==> src/rtl/micro_sequencer_if.sv <==
// Control-word handshake between micro_sequencer (master) and the ALU stage (slave).
interface micro_sequencer_if #(
  parameter int CTRL_W = 9
);
  logic [CTRL_W-1:0] ctrl;
  logic              ctrl_valid;
  logic              ctrl_ready;

  modport master (output ctrl, output ctrl_valid, input ctrl_ready);
  modport slave  (input ctrl, input ctrl_valid, output ctrl_ready);
endinterface

==> src/rtl/micro_sequencer.sv <==
// Loadable program store stepped by an IDLE/FETCH/DECODE/ISSUE/DONE FSM feeding the ALU ctrl handshake.
// Optional MICRO_SEQ_SINGLE_STEP_EN adds a step input that gates each FETCH.
module micro_sequencer #(
  parameter int ADDR_W = 4,
  parameter int CTRL_W = 9
) (
  input  logic              clk,
  input  logic              rst,
  input  logic              prog_we,
  input  logic [ADDR_W-1:0] prog_addr,
  input  logic [CTRL_W-1:0] prog_data,
  input  logic              start,
`ifdef MICRO_SEQ_SINGLE_STEP_EN
  input  logic              step,
`endif
  micro_sequencer_if.master bus,
  output logic              busy,
  output logic              done,
  output logic              err,
  output logic [ADDR_W-1:0] pc,
  output logic [ADDR_W:0]   issue_count
);

  typedef enum logic [2:0] {IDLE, FETCH, DECODE, ISSUE, DONE} state_t;
  typedef enum logic [1:0] {OP_LEGAL, OP_HALT, OP_ILLEGAL} op_class_t;

  localparam logic [ADDR_W-1:0] LAST_ADDR = {ADDR_W{1'b1}};
  localparam logic [ADDR_W-1:0] PC_ONE    = {{(ADDR_W-1){1'b0}}, 1'b1};
  localparam logic [ADDR_W:0]   CNT_ONE   = {{ADDR_W{1'b0}}, 1'b1};

  function automatic op_class_t classify(input logic [2:0] op);
    case (op)
      3'b101, 3'b010, 3'b111: classify = OP_LEGAL;
      3'b000:                 classify = OP_HALT;
      default:                classify = OP_ILLEGAL;
    endcase
  endfunction

  state_t            state;
  logic [CTRL_W-1:0] mem [2**ADDR_W];
  logic [CTRL_W-1:0] word_p1;
  logic              fetch_go;

`ifdef MICRO_SEQ_SINGLE_STEP_EN
  assign fetch_go = step;
`else
  assign fetch_go = 1'b1;
`endif

  // Program store: writes locked out during a run, 1-cycle registered read
  always_ff @(posedge clk) begin
    if (prog_we && !busy)
      mem[prog_addr] <= prog_data;
    if (state == FETCH && fetch_go)
      word_p1 <= mem[pc];
  end

  always_ff @(posedge clk or posedge rst) begin
    if (rst) begin
      state          <= IDLE;
      bus.ctrl       <= '0;
      bus.ctrl_valid <= 1'b0;
      busy           <= 1'b0;
      done           <= 1'b0;
      err            <= 1'b0;
      pc             <= '0;
      issue_count    <= '0;
    end else begin
      case (state)
        IDLE: begin
          if (start) begin
            state       <= FETCH;
            pc          <= '0;
            issue_count <= '0;
            done        <= 1'b0;
            err         <= 1'b0;
            busy        <= 1'b1;
          end
        end
        FETCH: begin
          if (fetch_go)
            state <= DECODE;
        end
        DECODE: begin
          case (classify(word_p1[2:0]))
            OP_LEGAL: begin
              bus.ctrl       <= word_p1;
              bus.ctrl_valid <= 1'b1;
              state          <= ISSUE;
            end
            OP_HALT:  state <= DONE;
            default: begin
              err   <= 1'b1;
              state <= DONE;
            end
          endcase
        end
        ISSUE: begin
          if (bus.ctrl_ready) begin
            bus.ctrl_valid <= 1'b0;
            issue_count    <= issue_count + CNT_ONE;
            // Last address ends the run instead of wrapping to 0
            if (pc == LAST_ADDR) begin
              state <= DONE;
            end else begin
              pc    <= pc + PC_ONE;
              state <= FETCH;
            end
          end
        end
        DONE: begin
          busy  <= 1'b0;
          done  <= 1'b1;
          state <= IDLE;
        end
        default: state <= IDLE;
      endcase
    end
  end

endmodule
==> src/flat_wrapper.sv <==
// flat-port wrapper written by rule: the top's interface ports become plain ports
module micro_sequencer_flat 
#(
  parameter int ADDR_W = 4,
  parameter int CTRL_W = 9
)
  (clk, rst, prog_we, prog_addr, prog_data, start, busy, done, err, pc, issue_count, bus_ctrl, bus_ctrl_valid, bus_ctrl_ready);
  micro_sequencer_if #(.CTRL_W(CTRL_W)) bus_i ();
  input  logic clk;
  input  logic rst;
  input  logic prog_we;
  input  logic [ADDR_W-1:0] prog_addr;
  input  logic [CTRL_W-1:0] prog_data;
  input  logic start;
  output logic busy;
  output logic done;
  output logic err;
  output logic [ADDR_W-1:0] pc;
  output logic [ADDR_W:0] issue_count;
  output wire logic [$bits(bus_i.ctrl)-1:0] bus_ctrl;
  output wire logic [$bits(bus_i.ctrl_valid)-1:0] bus_ctrl_valid;
  input wire logic [$bits(bus_i.ctrl_ready)-1:0] bus_ctrl_ready;
  assign bus_ctrl = bus_i.ctrl;
  assign bus_ctrl_valid = bus_i.ctrl_valid;
  assign bus_i.ctrl_ready = bus_ctrl_ready;
  micro_sequencer #(.ADDR_W(ADDR_W), .CTRL_W(CTRL_W)) u_core (.clk(clk), .rst(rst), .prog_we(prog_we), .prog_addr(prog_addr), .prog_data(prog_data), .start(start), .bus(bus_i), .busy(busy), .done(done), .err(err), .pc(pc), .issue_count(issue_count));
endmodule
==> config.mk <==
export PLATFORM = sky130hd
export DESIGN_NAME = micro_sequencer_flat
export DESIGN_NICKNAME = d
export VERILOG_FILES = /design/src/rtl/micro_sequencer_if.sv /design/src/rtl/micro_sequencer.sv /design/src/flat_wrapper.sv
export SDC_FILE = /design/constraint.sdc
export NUM_CORES = 1
export LEC_CHECK = 0
export BUFFER_PORTS_ARGS = -buffer_cell sky130_fd_sc_hd__buf_2
export CAP_MARGIN = 20
export CORE_MARGIN = 2
export CORE_UTILIZATION = 68
export CTS_BUF_LIST = sky130_fd_sc_hd__clkbuf_4
export DETAILED_ROUTE_END_ITERATION = 10
export GPL_TIMING_DRIVEN = 0
export PLACE_DENSITY_LB_ADDON = 0.2
export SLEW_MARGIN = 20
export SYNTH_ARGS = -nofsm -noshare
export SYNTH_HDL_FRONTEND = slang
export SYNTH_SLANG_ARGS = --single-unit
==> constraint.sdc <==
create_clock -name clk -period 3.85 [get_ports clk]
set_input_delay 0.77 -clock clk [delete_from_list [all_inputs] [get_ports clk]]
set_output_delay 0.77 -clock clk [all_outputs]
set_load 0.005 [all_outputs]
Yosys cells after proc, flatten, opt, wreduce, memory -nomap -nowiden. Memory sizes are Yosys's and may differ from the RTL's. A register that Yosys moved wholly into a read port is not among the register bits. Index checks and enable logic that the tools add are counted.

Register bits after elaboration: 25. RAM bits: 144. Output and inout bits: 22. Memories kept: 1.

Memories: u_core.mem (words 16, bits a word 9, rd ports 1, clocked after Yosys merged registers in 1, wr ports 1, line micro_sequencer.sv:40) `logic [CTRL_W-1:0] mem [2**ADDR_W];`.

$add $sub $neg: 2. Equal/unequal tests: 14. Multiplexer cells: 25. Reduce and logical (&&, ||, !) cells: 18.

Operators by type and width (number): 3-bit 2-to-1 mux (4); 4-bit 2-to-1 mux (3); 3-bit case mux with 4 select lines (1); 5-bit 2-to-1 mux (2); 5-bit case mux with 2 select lines (1); 3-bit by 2-bit equality test with 1-bit output (second input constant) (3); 3-bit equality test (second input constant) (3); 3-bit AND reduction (3); 2-bit != test (second input constant) (4); 1-bit case mux with 2 select lines (4); 4-bit case mux with 2 select lines (1); 2-bit nonzero test (4); 1-bit 2-to-1 mux (7); 3-bit zero test (2); 2-bit AND reduction (3); 5-bit by 1-bit adder with 5-bit output (second input constant) (1); 4-bit by 1-bit adder with 4-bit output (second input constant) (1); 4-bit equality test (second input constant) (1); 2-bit case mux with 2 select lines (1); 4-bit AND reduction (1); 3-bit by 1-bit equality test with 1-bit output (second input constant) (1); 3-bit OR reduction (1); 2-bit by 1-bit equality test with 1-bit output (second input constant) (1); 2-bit zero test (1); 5 further kinds (5).

Depth between registers and ports, before layout. Gate-level depths: netlist (run 1).

Word-level depth: 8. Gate-level depth with buffers: 7. Gate-level depth less buffers: 5.

Worst setup path after synthesis (run 1). OpenSTA, ideal clock, no wires.

Path kind: input to register. Start: input prog_we. End: memory u_core.mem[4][0] (enable). Library setup time: 387 ps. Arrival time: 1988 ps. Data required time: 3463 ps. Slack: 1475 ps. Stages: 3. Path buffers: 0. Cell sequence: nand2b_1 or3b_2 nor3_1.

Word-level cells in the longest chain between the ends: 3.

RTL lines: start, declared (line flat_wrapper.sv:11) `input logic prog_we;`; 1-bit logical AND (line micro_sequencer.sv:52) `if (prog_we && !busy)`; 1-bit 2-to-1 mux (line micro_sequencer.sv:52); 1-bit 2-to-1 mux (implied by the code) (line micro_sequencer.sv:53) `mem[prog_addr] <= prog_data;`; end, declared (line micro_sequencer.sv:40).

No other way between the ends.

==> flow_results.org, run 1 <==
** Die
- From bottom edge to top edge, the die measures between 100 and 150 um.
- Count of boundary I/O pins :: 40
- Placement Rows :: 37
- Die Wd :: 106.3 um
- The die covers 11300 um^2.
- Starting utilization of the core area :: between 60% and 70%
- Placeable core region :: slightly above 10000 um^2

** Power and ir drop
- Dividing total power by cell area gives a power density of 571.6 nW/um^2.
- Overall power consumption after layout is estimated at 4.447 mW.
- Power share of the combinational group :: 24.8%
- Psw :: 1.231 mW
- Leak Pwr :: 2.688 nW
- The clock network is responsible for between 20% and 30% of the overall power.
- Internal cell power :: 3.216 mW
- Worst IR drop on VDD :: 0.3108 mV
- Sequential cells account for 53.0% of the total power.
- Net switching is 27.69% of the power.

** STA
- Setup violations remaining at the end of the flow were counted as 0.
- Fraction of the cycle the final worst path needs :: 61.45%
- Worst Max-Slew Pin Slew :: 0.9663 ns
- Worst hold margin :: 0.3915 ns
- The count of final max-slew check failures was 0.
- The clock arrives with 0.01337 ns of skew.
- Number of hold violations in the final report :: 0
- Measured against its own limit, the worst slew margin works out to a little over a third.
- Setup repair after global routing left no endpoint under its margin.
- Setup tns final :: 0 ns
- In the post-route analysis, the smallest setup slack over all paths is around 1.5 ns.
- Subtracting the final worst setup slack from the clock period gives roughly 2.4 ns.
- Derived from the worst setup path, the maximum achievable clock frequency is ~0.42 GHz.

** Clock network
- After clock tree synthesis, the clock-pin slew on the worst setup and hold paths is 0.14 ns.
- Post-cts gate resize count :: 0
- The clock drives 178 sinks.
- Counting the buffers created by CTS gives 17.
- Clock tree synthesis selected as its root buffer the cell clkbuf_4.
- TritonCTS built the clock tree.
- Maximum count of clock buffers along a single path :: 2
- Setup fix buffers added after clock tree synthesis :: 0
- For this design, the CTS-stage hold fixing added 0 buffers.
- Insertion delay of the later-clocked pin in the worst-skew pair :: ~0.55 ns
- CTS HTree Levels :: 4

** Final layout
- Cell Count, Final, Fillers Out :: 607
- After routing the design area is approximately 7800 um^2.
- The layout has 592 filler cells.
- # diodes :: 0
- Share of the core filled with cells in the final layout :: 76.04%
- The final layout contains 478 nets.
- Compared with the post-synthesis result, the final layout area differs by 9.299%.
- Layout cells sized above 1 :: 25.69%

** Setup path
- The worst setup path is captured at a flip-flop.
- The number of buffers and inverters on the critical path is 2.
- Maximum fanout along the worst path :: 10
- Among all stages on the critical path, the largest delay is contributed by buf_1.
- Worst r2r src :: u_core.pc[1]
- The largest single stage delay on the critical path is 0.61 ns.
- Critical Path Start :: u_core.pc[1]
- Grouping stages by cell kind, the critical path spends the most delay in buffers and inverters.
- STA puts the critical path data required time at 4.17 ns.
- Kind of start point of the critical path :: flip-flop
- The critical path goes through buf_2 -> buf_1 -> mux4_2 -> a22oi_1 -> nand2_1.
- At the worst endpoint, the arrival time is 2.68 ns.
- The worst setup path is of the flip-flop to flip-flop kind.

** Min path
- The worst hold path belongs to the class primary input to asynchronous set/reset pin.

** Synth
- Number of synthesized flops with an enable pin :: 153
- The most used flip-flop cell after synthesis is edfxtp_1.
- Post-Synthesis Cell Area :: around 7100 um^2
- Each instance of the synthesized netlist takes up on average 17.80 um^2.
- Counting flops with an async set or reset pin after synthesis yields a share of 14.04%.
- Mapped Nets :: 420
- Synthesis inferred 178 register bits.
- Gate count of the mapped netlist :: 400
- For this run, the number of Yosys warnings is 0.
- For this run, the register share of the synthesized area comes to 73.33%.
- Post-synth cell types :: 50

** Global route
- Wire length of the first global-routing pass :: 21470 um
- The via count of the first global-routing pass is between 3000 and 4000.
- Summed over all layers, the global routing overflow is 0.
- Global-route usage over all layers :: a little over a quarter
- Antenna violations before repair :: 0
- Entering global routing, the biggest net connects 26 pins.

** Placed design
- At the placement stage, the worst setup path has a slack of 1.251 ns.
- After legalization and detailed placement, the total HPWL measured 9309 um.
- At the end of routability-driven placement, the weighted congestion stood at approximately 0.8.
- After detailed placement, the design holds a cell count of about 580.
- Placed Area :: 7508 um^2
- During placement, the flow inserted port buffers numbering 39.

** Job
- Across the run, the number of max-cap violations was 0.

** Route
- For this block, the initial DRC count from the detailed router was 396.
- The count of nets left with antenna violations once routing finished came out at 0.
- Drt total wl :: 14170 um
- Before antenna repair, the detailed router went through 5 iterations.
- Detailed routing inserted a total of around 3900 vias.
- Vias per inst :: approximately 6.4
- After detailed routing, the average wire length per cell comes to 23.34 um.
- For this run, design rule violations remaining after detail routing come to 0.

** Run status
- The flow ran to the end, and the final reports show no timing, DRC or antenna violations.
-- path summary, 6_finish.rpt --
path / end / slack, ns / depth (start not counted)
hold reg to reg: u_core.bus.ctrl_valid / 0.50 / 1
max in group asynchronous: u_core.issue_count[2] / 2.88 / 2
setup reg to reg: u_core.word_p1[5] / 1.48 / 5
setup / recovery: u_core.word_p1[5] / 1.48 / 5
hold / removal: u_core.pc[0] / 0.39 / 2
min in group clk: u_core.bus.ctrl_valid / 0.50 / 1
-- synth_stat cells (all sizes together), types with 6 or more instances --
master	count	area, um^2
a21oi	8	40.04
a221oi	18	157.7
a22oi	9	67.56
buf	17	141.4
dfrtp	25	625.6
edfxtp	153	4594
mux2	6	90.09
mux2i	36	360.4
mux4	18	405.4
nand2	22	82.58
nand3	6	30.03
nor2	21	78.83
o21ai	11	55.05
-- cells in the final DEF (no fill, tap or decap), types with 2 or more instances in the layout --
cell type	netlist	final
ha_1	2	2
mux2_4	6	6
nor3_2	0	4
a22o_1	2	2
mux4_2	18	18
mux2i_1	36	36
inv_1	2	2
clkinv_2	0	3
nand2b_1	4	4
dfrtp_1	25	25
xor2_1	5	5
a22oi_1	9	9
edfxtp_1	153	153
clkbuf_4	0	21
nor2b_1	2	2
nand3b_1	2	2
o21ai_0	8	8
buf_4	3	3
buf_6	4	4
a221oi_1	18	18
nor2_1	21	21
a21oi_1	8	8
bufinv_16	0	2
clkinv_1	1	3
clkinvlp_4	0	3
buf_2	7	46
nand4_1	3	3
nand2_1	22	22
nand3_1	6	6
o21ai_1	3	3
clkbuf_1	2	2
-- power by group through the flow --
stage | Sequential, mW | Clock [mW] | Combinational [mW]
finish | 2.36 | 0.987 | 1.10
floorplan | 2.39 | 0 | 0.796
CTS | 2.36 | 0.994 | 1.10
global route | 2.37 | 1.08 | 1.19
detailed placement | 2.40 | 0 | 1.10
global placement | 2.39 | 0 | 1.06
-- worst reg2reg max path, stage by stage, from the launching register on --
cell and delay (ns):
dfrtp_1 0.45, buf_2 0.32, buf_1 0.61, mux4_2 0.45
a22oi_1 0.22, nand2_1 0.08
-- state kept, by name (all words and copies together), names as in the netlist --
signal,flops
u_core.done,1
u_core.bus.ctrl_valid,1
u_core.pc,4
u_core.err,1
u_core.word_p1,9
u_core.bus.ctrl,9
u_core.mem,144
u_core.issue_count,5
u_core.state,3
u_core.busy,1
-- logic make-up after synthesis --
group,synth area share (%)
DFF,73.33
and+or+nand+nor,5.467
muxes,12.02
AOI/OAI and AO/OA,5.836
buffers and inverters,2.250
xor gates and xnor gates,0.7383
adders and majority gates,0.3515
-- area by class of cell --
type | instances | area [um^2] | area share (%)
Sequential cell | 178 | 5220 | 67.10
Buffer | 19 | 148.9 | 1.914
Clock buffer | 21 | 157.7 | 2.026
Clock inverter | 11 | 113.9 | 1.463
Inverter | 3 | 11.26 | 0.1447
Timing Repair Buffer | 39 | 195.2 | 2.509
Multi-Input combinational cell | 200 | 1763 | 22.66
Tap cell | 136 | 170.2 | 2.187
-- metal layers --
metal  vias to the layer above  global-route usage [%]  part of all wire (%)
met5                         -                       0                     0
met4                         0                   9.680                   2.3
met3                        22                   5.825                   7.4
met2                       191                   45.01                    51
met1                      1930                   35.97                    40
li1                       1716                       -                     -
Power figures use the tool's default switching activity.
==> run 2, diff against run 1 <==
--- a/config.mk
+++ b/config.mk
@@ -8,7 +8,7 @@
 export BUFFER_PORTS_ARGS = -buffer_cell sky130_fd_sc_hd__buf_2
 export CAP_MARGIN = 20
 export CORE_MARGIN = 2
-export CORE_UTILIZATION = 68
+export CORE_UTILIZATION = 63
 export CTS_BUF_LIST = sky130_fd_sc_hd__clkbuf_4
 export DETAILED_ROUTE_END_ITERATION = 10
 export GPL_TIMING_DRIVEN = 0
==> constraint.sdc (replaced) <==
create_clock -name clk -period 2.18 [get_ports clk]
set_input_delay 0.436 -clock clk [delete_from_list [all_inputs] [get_ports clk]]
set_output_delay 0.436 -clock clk [all_outputs]
set_load 0.005 [all_outputs]
==> run 2 against run 1 <==
Core utilization shrank 4.6 points; die area grew 7.6%; clock skew grew 0.0014 ns; clock power grew 66%; register-to-register slack lost 1.4 ns; routed wire length shrank 3.1%; first-iteration DRC count shrank 0.25%; sequential share of layout area shrank 0.27 points; via count shrank 1.0%; critical path type unchanged.
==> flow_results.org, run 2 (synthesized netlist as in run 1, its figures left out) <==
** Final layout
- The area taken by flip-flops and latches is 5220 um^2 (unchanged).
- The area growth from synthesis to layout is 9.738%.
- The number of nets in the layout was 477 (-0.21%).
- The post-layout utilization of the core is 71.43% (-4.6 points).
- The largest registers in the layout are u_core.mem (144), u_core.bus.ctrl (9), u_core.word_p1 (9).
- Counting flops per register, the top entry is u_core.mem.
- Number of flip-flops in the largest register :: 144 (unchanged)
- Fill cell count :: 693 (+17%)
- The library cell used most frequently in the layout, excluding fill and tap cells, is edfxtp_1.
- Layout cells sized above 1 :: 27.87% (+2.2 points)
- Area occupied by multi-input gates :: 1815 um^2 (+3.0%)
- The final cell count without fillers is 610 (+0.49%).
- Layout Cell Area excl Fill :: 7811 um^2 (+0.40%)
- Most used cells in the layout excluding fill and tap cells :: edfxtp_1 (153), buf_2 (46), mux2i_1 (36)
- The number of antenna repair diodes was 0 (unchanged).

** Setup path
- STA classifies the critical path endpoint as a flip-flop.
- Maximum fanout along the worst path :: 10 (unchanged)
- Longest individual stage delay on the worst path :: 0.62 ns (about the same)
- Number of buffers and inverters on the critical path :: 2 (unchanged)
- Arrival time of data at the critical path endpoint :: 2.52 ns (-0.16 ns)
- The critical path in this run is classified as flip-flop to flip-flop.
- Flop2flop setup slack :: 0.09 ns (-1.40 ns)
- Worst-path cell chain :: buf_2 -> clkinv_1 -> a221oi_1 -> o21ai_0 -> nand2_1
- The worst setup path is launched from a flip-flop.
- Gate family responsible for the most delay along the worst path :: compound AO/OA/AOI/OAI gates
- Required time reported for the critical path endpoint :: 2.61 ns (-1.56 ns)
- CP max-delay cell :: a221oi_1

** Placed design
- The number of cells in the design after placement came to 579 (+0.70%).
- Routability congestion estimate :: 0.8556 (+5.5%)
- Estimated wirelength of the detail-placed design :: 9276 um (-0.36%)
- The count of input and output buffers is 39 (unchanged).
- The cell area reported after detailed placement came to 7513 um^2 (about the same).

** Global route
- Wire length of the first global-routing pass :: 20540 um (-4.3%)
- Residual overflow from global routing :: 0 (unchanged)
- Number of global-route vias before repair :: 3734 (-2.4%)
- The pin count of the biggest net entering global routing came to 26 (unchanged).
- The number of antenna violations at the first check in global routing came to 0 (unchanged).
- The total routing usage reported by global routing came to 24.67% (-2.4 points).

** Route
- The number of nets with antenna violations after routing came to 0 (unchanged).
- The number of DRC violations after detailed-routing iteration 0 came to 395 (-0.25%).
- The wire length after detailed routing came to 13730 um (-3.1%).
- First-pass iteration count of the detailed router :: 5 (unchanged)
- Total number of vias :: 3819 (-1.0%)
- The detail-routed via count per cell was 6.261 (-1.5%).
- Post-detailed-route DRC marker count :: 0 (unchanged)
- The wire length per cell after detailed routing is 22.51 um (-3.5%).

** Power and ir drop
- The leakage power came to 2.696 nW (+0.27%).
- Worst IR drop on VDD :: 0.5510 mV (+77%)
- The areal power density over the cells came to 990.9 nW/um^2 (+73%).

** Job
- The number of max-capacitance violations reported came to 0 (unchanged).

** Clock network
- Maximum count of clock buffers along a single path :: 2 (unchanged)
- Setup fix buffers added after clock tree synthesis :: 0 (unchanged)
- Clock tree from TritonCTS :: built
- Clock transition at the register clock pins on the worst setup and hold paths after CTS :: 0.13 ns (about the same)
- The tree is rooted in a clkbuf_4.
- Num CTS Buffers :: 17 (unchanged)
- CTS HTree Levels :: 4 (unchanged)
- The insertion delay of the later-clocked pin in the worst-skew pair is 0.57 ns (+0.02 ns).
- The total number of clock tree sinks came to 178 (unchanged).
- Number of buffers inserted for hold repair after clock tree synthesis :: 0 (unchanged)

** Die
- Die Wd :: 110.3 um (+3.7%)
- Count of boundary I/O pins :: 40 (unchanged)
- The effective utilization at floorplan was 65.09% (-4.5 points).
- Placement Rows :: 38 (+2.7%)
- The standard cell core area came to 10940 um^2 (+6.9%).
- Total Die Area :: 12170 um^2 (+7.6%)
- The chip height came to 110.3 um (+3.7%).

** STA
- Worst Max-Slew Pin Slew :: 0.9290 ns (-0.03729 ns)
- The number of endpoints failing setup at the final stage came to 0 (unchanged).
- Setup tns final :: 0 ns (unchanged)
- Headroom to the max-slew limit :: 38.00% (+2.7 points)
- The final hold violation count was 0 (unchanged).
- The part of the cycle the worst path needs is 96.01% (+35 points).
- Worst Skew :: 0.01475 ns (+0.001380 ns)
- The highest achievable clock rate was 0.4778 GHz (+13%).
- Slew Limit Fails :: 0 (unchanged)
- Min cycle time layout :: 2.093 ns (-0.2728 ns)

** Min path
- The tightest min-delay check is of the primary input to asynchronous set/reset pin type.

** Run status
- The run finished with clean final reports.
run 2: cell count changes in the layout (fill, tap and decap cells not counted), sizes merged:
| cell | before | now |
|---|---|---|
| buf | 56 | 55 |
| bufinv | 2 | 1 |
| clkbuf | 23 | 20 |
| clkinv | 7 | 8 |
| clkinvlp | 3 | 4 |
| inv | 2 | 4 |
run 2: area by class of cell:
| class | count | share of cell area, % |
|---|---|---|
| Buffer | 18 | 1.858 |
| Clock buffer | 18 | 1.730 |
| Clock inverter | 14 | 1.458 |
| Inverter | 3 | 0.1442 |
| Multi-Input combinational cell | 200 | 23.24 |
| Sequential cell | 178 | 66.83 |
| Tap cell | 140 | 2.243 |
| Timing Repair Buffer | 39 | 2.499 |
run 2: final timing paths:
| path | start | to | cells after the start |
|---|---|---|---|
| max | u_core.pc[3] | u_core.word_p1[6] | 5 |
| min | rst | u_core.bus.ctrl[1] | 2 |
| max reg2reg | u_core.pc[3] | u_core.word_p1[6] | 5 |
| min reg2reg | u_core.word_p1[5] | u_core.bus.ctrl[5] | 1 |
| max in group asynchronous | rst | u_core.busy | 2 |
| min in group clk | start | u_core.done | 3 |
run 2: worst reg2reg max path: cells and delay by family (launching register included):
| family | cells | cell delay (ns) |
|---|---|---|
| compound gates | 2 | 0.79 |
| flops | 1 | 0.41 |
| buf+inv | 2 | 0.64 |
| simple gates | 1 | 0.13 |
run 2: stage by stage:
stage	hold slack (ns)	power, mW	setup slack (ns)
after floorplan	0.4574	5.622	0.08717
after global routing	0.1234	8.102	-0.009739
after CTS	0.06363	7.763	0.04000
after global placement	0.4622	6.103	-0.4125
after detailed placement	0.4649	6.182	-0.1404
final	0.05559	7.740	0.08701
run 2: report_power, final:
group | switching, mW | total (mW) | leakage [nW] | internal, mW
combinational | 0.977 | 1.94 | 0.869 | 0.962
clock | 1.07 | 1.64 | 0.129 | 0.568
sequential | 0.164 | 4.16 | 1.70 | 4.00
run 2: timing repair:
action                     CTS  global route
setup endpoints to repair   36            30
pin swaps                    0             0
resized for setup            4             8
run 2: metal layers:
metal | track usage (%) | wire, um
met1 | 32.62 | 5618
met3 | 5.820 | 956
met5 | 0 | 0
met2 | 39.79 | 6767
met4 | 10.54 | 389
==> run 3, diff against run 2 <==
==> constraint.sdc (replaced) <==
create_clock -name clk -period 2.18 [get_ports clk]
set_input_delay 0.654 -clock clk [delete_from_list [all_inputs] [get_ports clk]]
set_output_delay 0.654 -clock clk [all_outputs]
set_load 0.005 [all_outputs]
==> run 3 against run 2 <==
The run now ends with negative setup slack left; die area did not move; global-route usage rose by 0.89 points; critical path depth fell by 2; routed wire length rose by 2.8%; clock-buffer cell count did not move; first-iteration DRC count fell by 2.5%; critical path type unchanged; largest cell class unchanged; largest power group unchanged; highest routed layer unchanged.
==> flow_results.org, run 3 (synthesized netlist as in run 1, its figures left out) <==
** Run status
- Failing checks :: negative setup slack
- Run status :: complete, but fails checks

** Route
- The total iterations of the first detailed-routing run is 5 (unchanged).
- The routed via count came to 3899 (+2.1%).
- The wire length after detailed routing was 14110 um (+2.8%).
- The number of nets with antenna violations after routing came to 0 (unchanged).
- The wire length per cell after detailed routing came to 23.05 um (+2.4%).
- Post-detailed-route DRC marker count :: 0 (unchanged)
- Vias per inst :: 6.371 (+1.8%)
- Drt initial violations :: 385 (-2.5%)

** Final layout
- More flip-flops sit in one register than any other, and that register is u_core.mem.
- Number of flip-flops in the largest register :: 144 (unchanged)
- In the layout the commonest cells are edfxtp_1 (153), buf_2 (46), mux2i_1 (36).
- Leaving out fill and tap cells, the most frequent cell in the layout is edfxtp_1.
- In the final layout, the registers with the most flip-flops are u_core.mem (144), u_core.bus.ctrl (9), u_core.word_p1 (9).
- From synthesis to final layout, the design area changed by 10.70%.
- The number of nets in the layout is 478 (+0.21%).
- Layout cells sized above 1 :: 28.24% (+0.37 points)

** STA
- The time the final worst path needs with I/O delays and setup was 2.214 ns (+0.1208 ns).
- Setup tns final :: -0.4513 ns (-0.4513 ns)
- Setup repair after global routing could not meet its margin everywhere.
- The count of final max-slew check failures is 0 (unchanged).
- The number of endpoints failing setup at the final stage is 25 (+25).
- The slew at the pin closest to its max-slew limit came to 0.9479 ns (+0.01890 ns).
- The relative slew slack was 36.74% (-1.3 points).
- Fraction of the cycle the final worst path needs :: 101.6% (+5.5 points)
- Worst Setup Slack, final :: -0.03383 ns (-0.1208 ns)
- Worst Skew :: 0.01790 ns (+0.003154 ns)
- Number of hold violations in the final report :: 0 (unchanged)
- Highest Clock Rate :: 0.4517 GHz (-5.5%)

** Clock network
- The clock-pin slew reported for the worst setup and hold paths after clock tree synthesis was 0.14 ns (about the same).
- Number of buffers inserted for hold repair after clock tree synthesis :: 0 (unchanged)
- Num CTS Buffers :: 17 (unchanged)
- Insertion delay of the later-clocked pin in the worst-skew pair :: 0.56 ns (about the same)
- CTS root buffer :: clkbuf_4
- Sink Count :: 178 (unchanged)
- Clock tree from TritonCTS :: built
- The maximum count of clock buffers along a single path was 2 (unchanged).
- The maximum level of the CTS H-tree is 4 (unchanged).
- The number of setup buffers added after CTS is 0 (unchanged).

** Placed design
- Count of input and output buffers :: 39 (unchanged)
- The detailed placer's ending HPWL came to 9501 um (+2.4%).
- The routability congestion estimate from global placement was 0.8051 (-5.9%).
- The worst setup timing slack at the placement stage is -0.2270 ns (-0.08667 ns).

** Setup path
- The maximum fanout encountered on the critical timing path is 9 (-1).
- Gate family responsible for the most delay along the worst path :: simple AND/OR/NAND/NOR gates
- Longest individual stage delay on the worst path :: 0.66 ns (+0.04 ns)
- The arrival time at the worst endpoint was 2.41 ns (-0.11 ns).
- The number of buffer and inverter instances along the worst setup path was 0 (-2).
- The largest individual stage delay along the critical path comes from the cell nor2_1.
- The worst setup path is of the flip-flop to flip-flop kind.
- Depth of the worst register-to-register path :: 3 (-2)
- Worst r2r src :: u_core.busy
- The worst setup path is launched from a flip-flop.
- Crit path capture type :: flip-flop
- The slack of the worst reg-to-reg path came to -0.03 ns (-0.12 ns).
- In this run the critical register-to-register path is captured at u_core.mem[5][2].
- Worst-path cell chain :: nand2b_1 -> or3b_2 -> nor2_1
- Required time reported for the critical path endpoint :: 2.38 ns (-0.23 ns)

** Die
- The standard cell core area was 10940 um^2 (unchanged).
- Starting utilization of the core area :: 65.09% (unchanged)
- Count of boundary I/O pins :: 40 (unchanged)
- Total Die Area :: 12170 um^2 (unchanged)
- The die outline width is 110.3 um (unchanged).
- The number of rows in the core area came to 38 (unchanged).
- Y dimension of the die :: 110.3 um (unchanged)

** Power and ir drop
- Worst IR drop on VDD :: 0.7610 mV (+38%)
- The leakage power is 2.726 nW (+1.1%).
- The areal power density over the cells came to 1015 nW/um^2 (+2.4%).

** Global route
- The number of antenna violations at the first check in global routing is 1 (+1).
- Residual overflow from global routing :: 0 (unchanged)
- The via count of the first global-routing pass was 3831 (+2.6%).
- Wire length of the first global-routing pass :: 21180 um (+3.1%)
- The total routing usage reported by global routing came to 25.55% (+0.89 points).
- The pin count of the biggest net entering global routing came to 26 (unchanged).

** Min path
- Kind of path behind the tightest hold check :: primary input to asynchronous set/reset pin

** Job
- Max capacitance violation total :: 0 (unchanged)
run 3: changes by cell type in the layout (fill, tap and decap cells not counted), moves of 4 or more:
cell      delta
a221oi_1     -5
a221oi_2     +5
nor2_1       +4
nor2_2       -4
run 3: report_power, final:
group	leakage, nW	internal (mW)	switching, mW
logic	0.879	0.964	0.991
registers	1.70	4.00	0.171
clock network	0.150	0.801	1.07
run 3: layout make-up:
cell class	count	area (um^2)
tap	140	175.2
fill	708	3055
multi-input combinational	200	1824
antenna	1	2.502
clock inverter	14	163.9
clock buffer	18	135.1
sequential	178	5220
timing repair buffer	40	202.7
inverter	3	11.26
buffer	18	145.1
run 3: stage by stage:
| step | area, um^2 | hold slack, ns | utilization [%] | instances | power, mW |
|---|---|---|---|---|---|
| 2_1_floorplan | 7123 | 0.4574 | - | 400 | 5.622 |
| 3_3_place_gp | 7493 | 0.4629 | 68.52 | 579 | 6.096 |
| 3_5_place_dp | 7521 | 0.4647 | 68.78 | 580 | 6.189 |
| 4_1_cts | 7823 | 0.2830 | 71.53 | 611 | 8.014 |
| 5_1_grt | 7880 | 0.3460 | 72.06 | 612 | 8.361 |
| 6_report | 7880 | 0.2840 | 72.06 | 612 | 7.997 |
run 3: per-layer routing:
metal  track usage [%]  vias up  wire length, um
met5                 0        -                0
met4             11.34        0              391
met3             6.878       22             1040
met2             41.19      182             6967
met1             33.01     1976             5709
li1                  -     1719                -
run 3: timing repair:
action,4_1_cts,5_1_grt
setup endpoints to repair,39,69
gates resized for setup,1,10
pin swaps,0,0
run 3: how the worst max path moves through the flow:
stage | slack, ns | depth (start not counted) | endpoint | start
after detailed placement | -0.23 | 4 | u_core.mem[4][2] | prog_we
after global placement | -0.58 | 3 | u_core.mem[0][3] | prog_addr[2]
final | -0.03 | 3 | u_core.mem[5][2] | u_core.busy
after floorplan | 0.04 | 2 | u_core.mem[0][0] | prog_addr[2]
after CTS | -0.05 | 3 | u_core.mem[4][2] | u_core.busy
after global routing | -0.14 | 3 | u_core.mem[5][2] | u_core.busy
run 3: worst register-to-register path: cells and delay by family, from the launching register on:
family | cells | cell delay (ns)
simple gates | 3 | 1.38
flops | 1 | 0.49
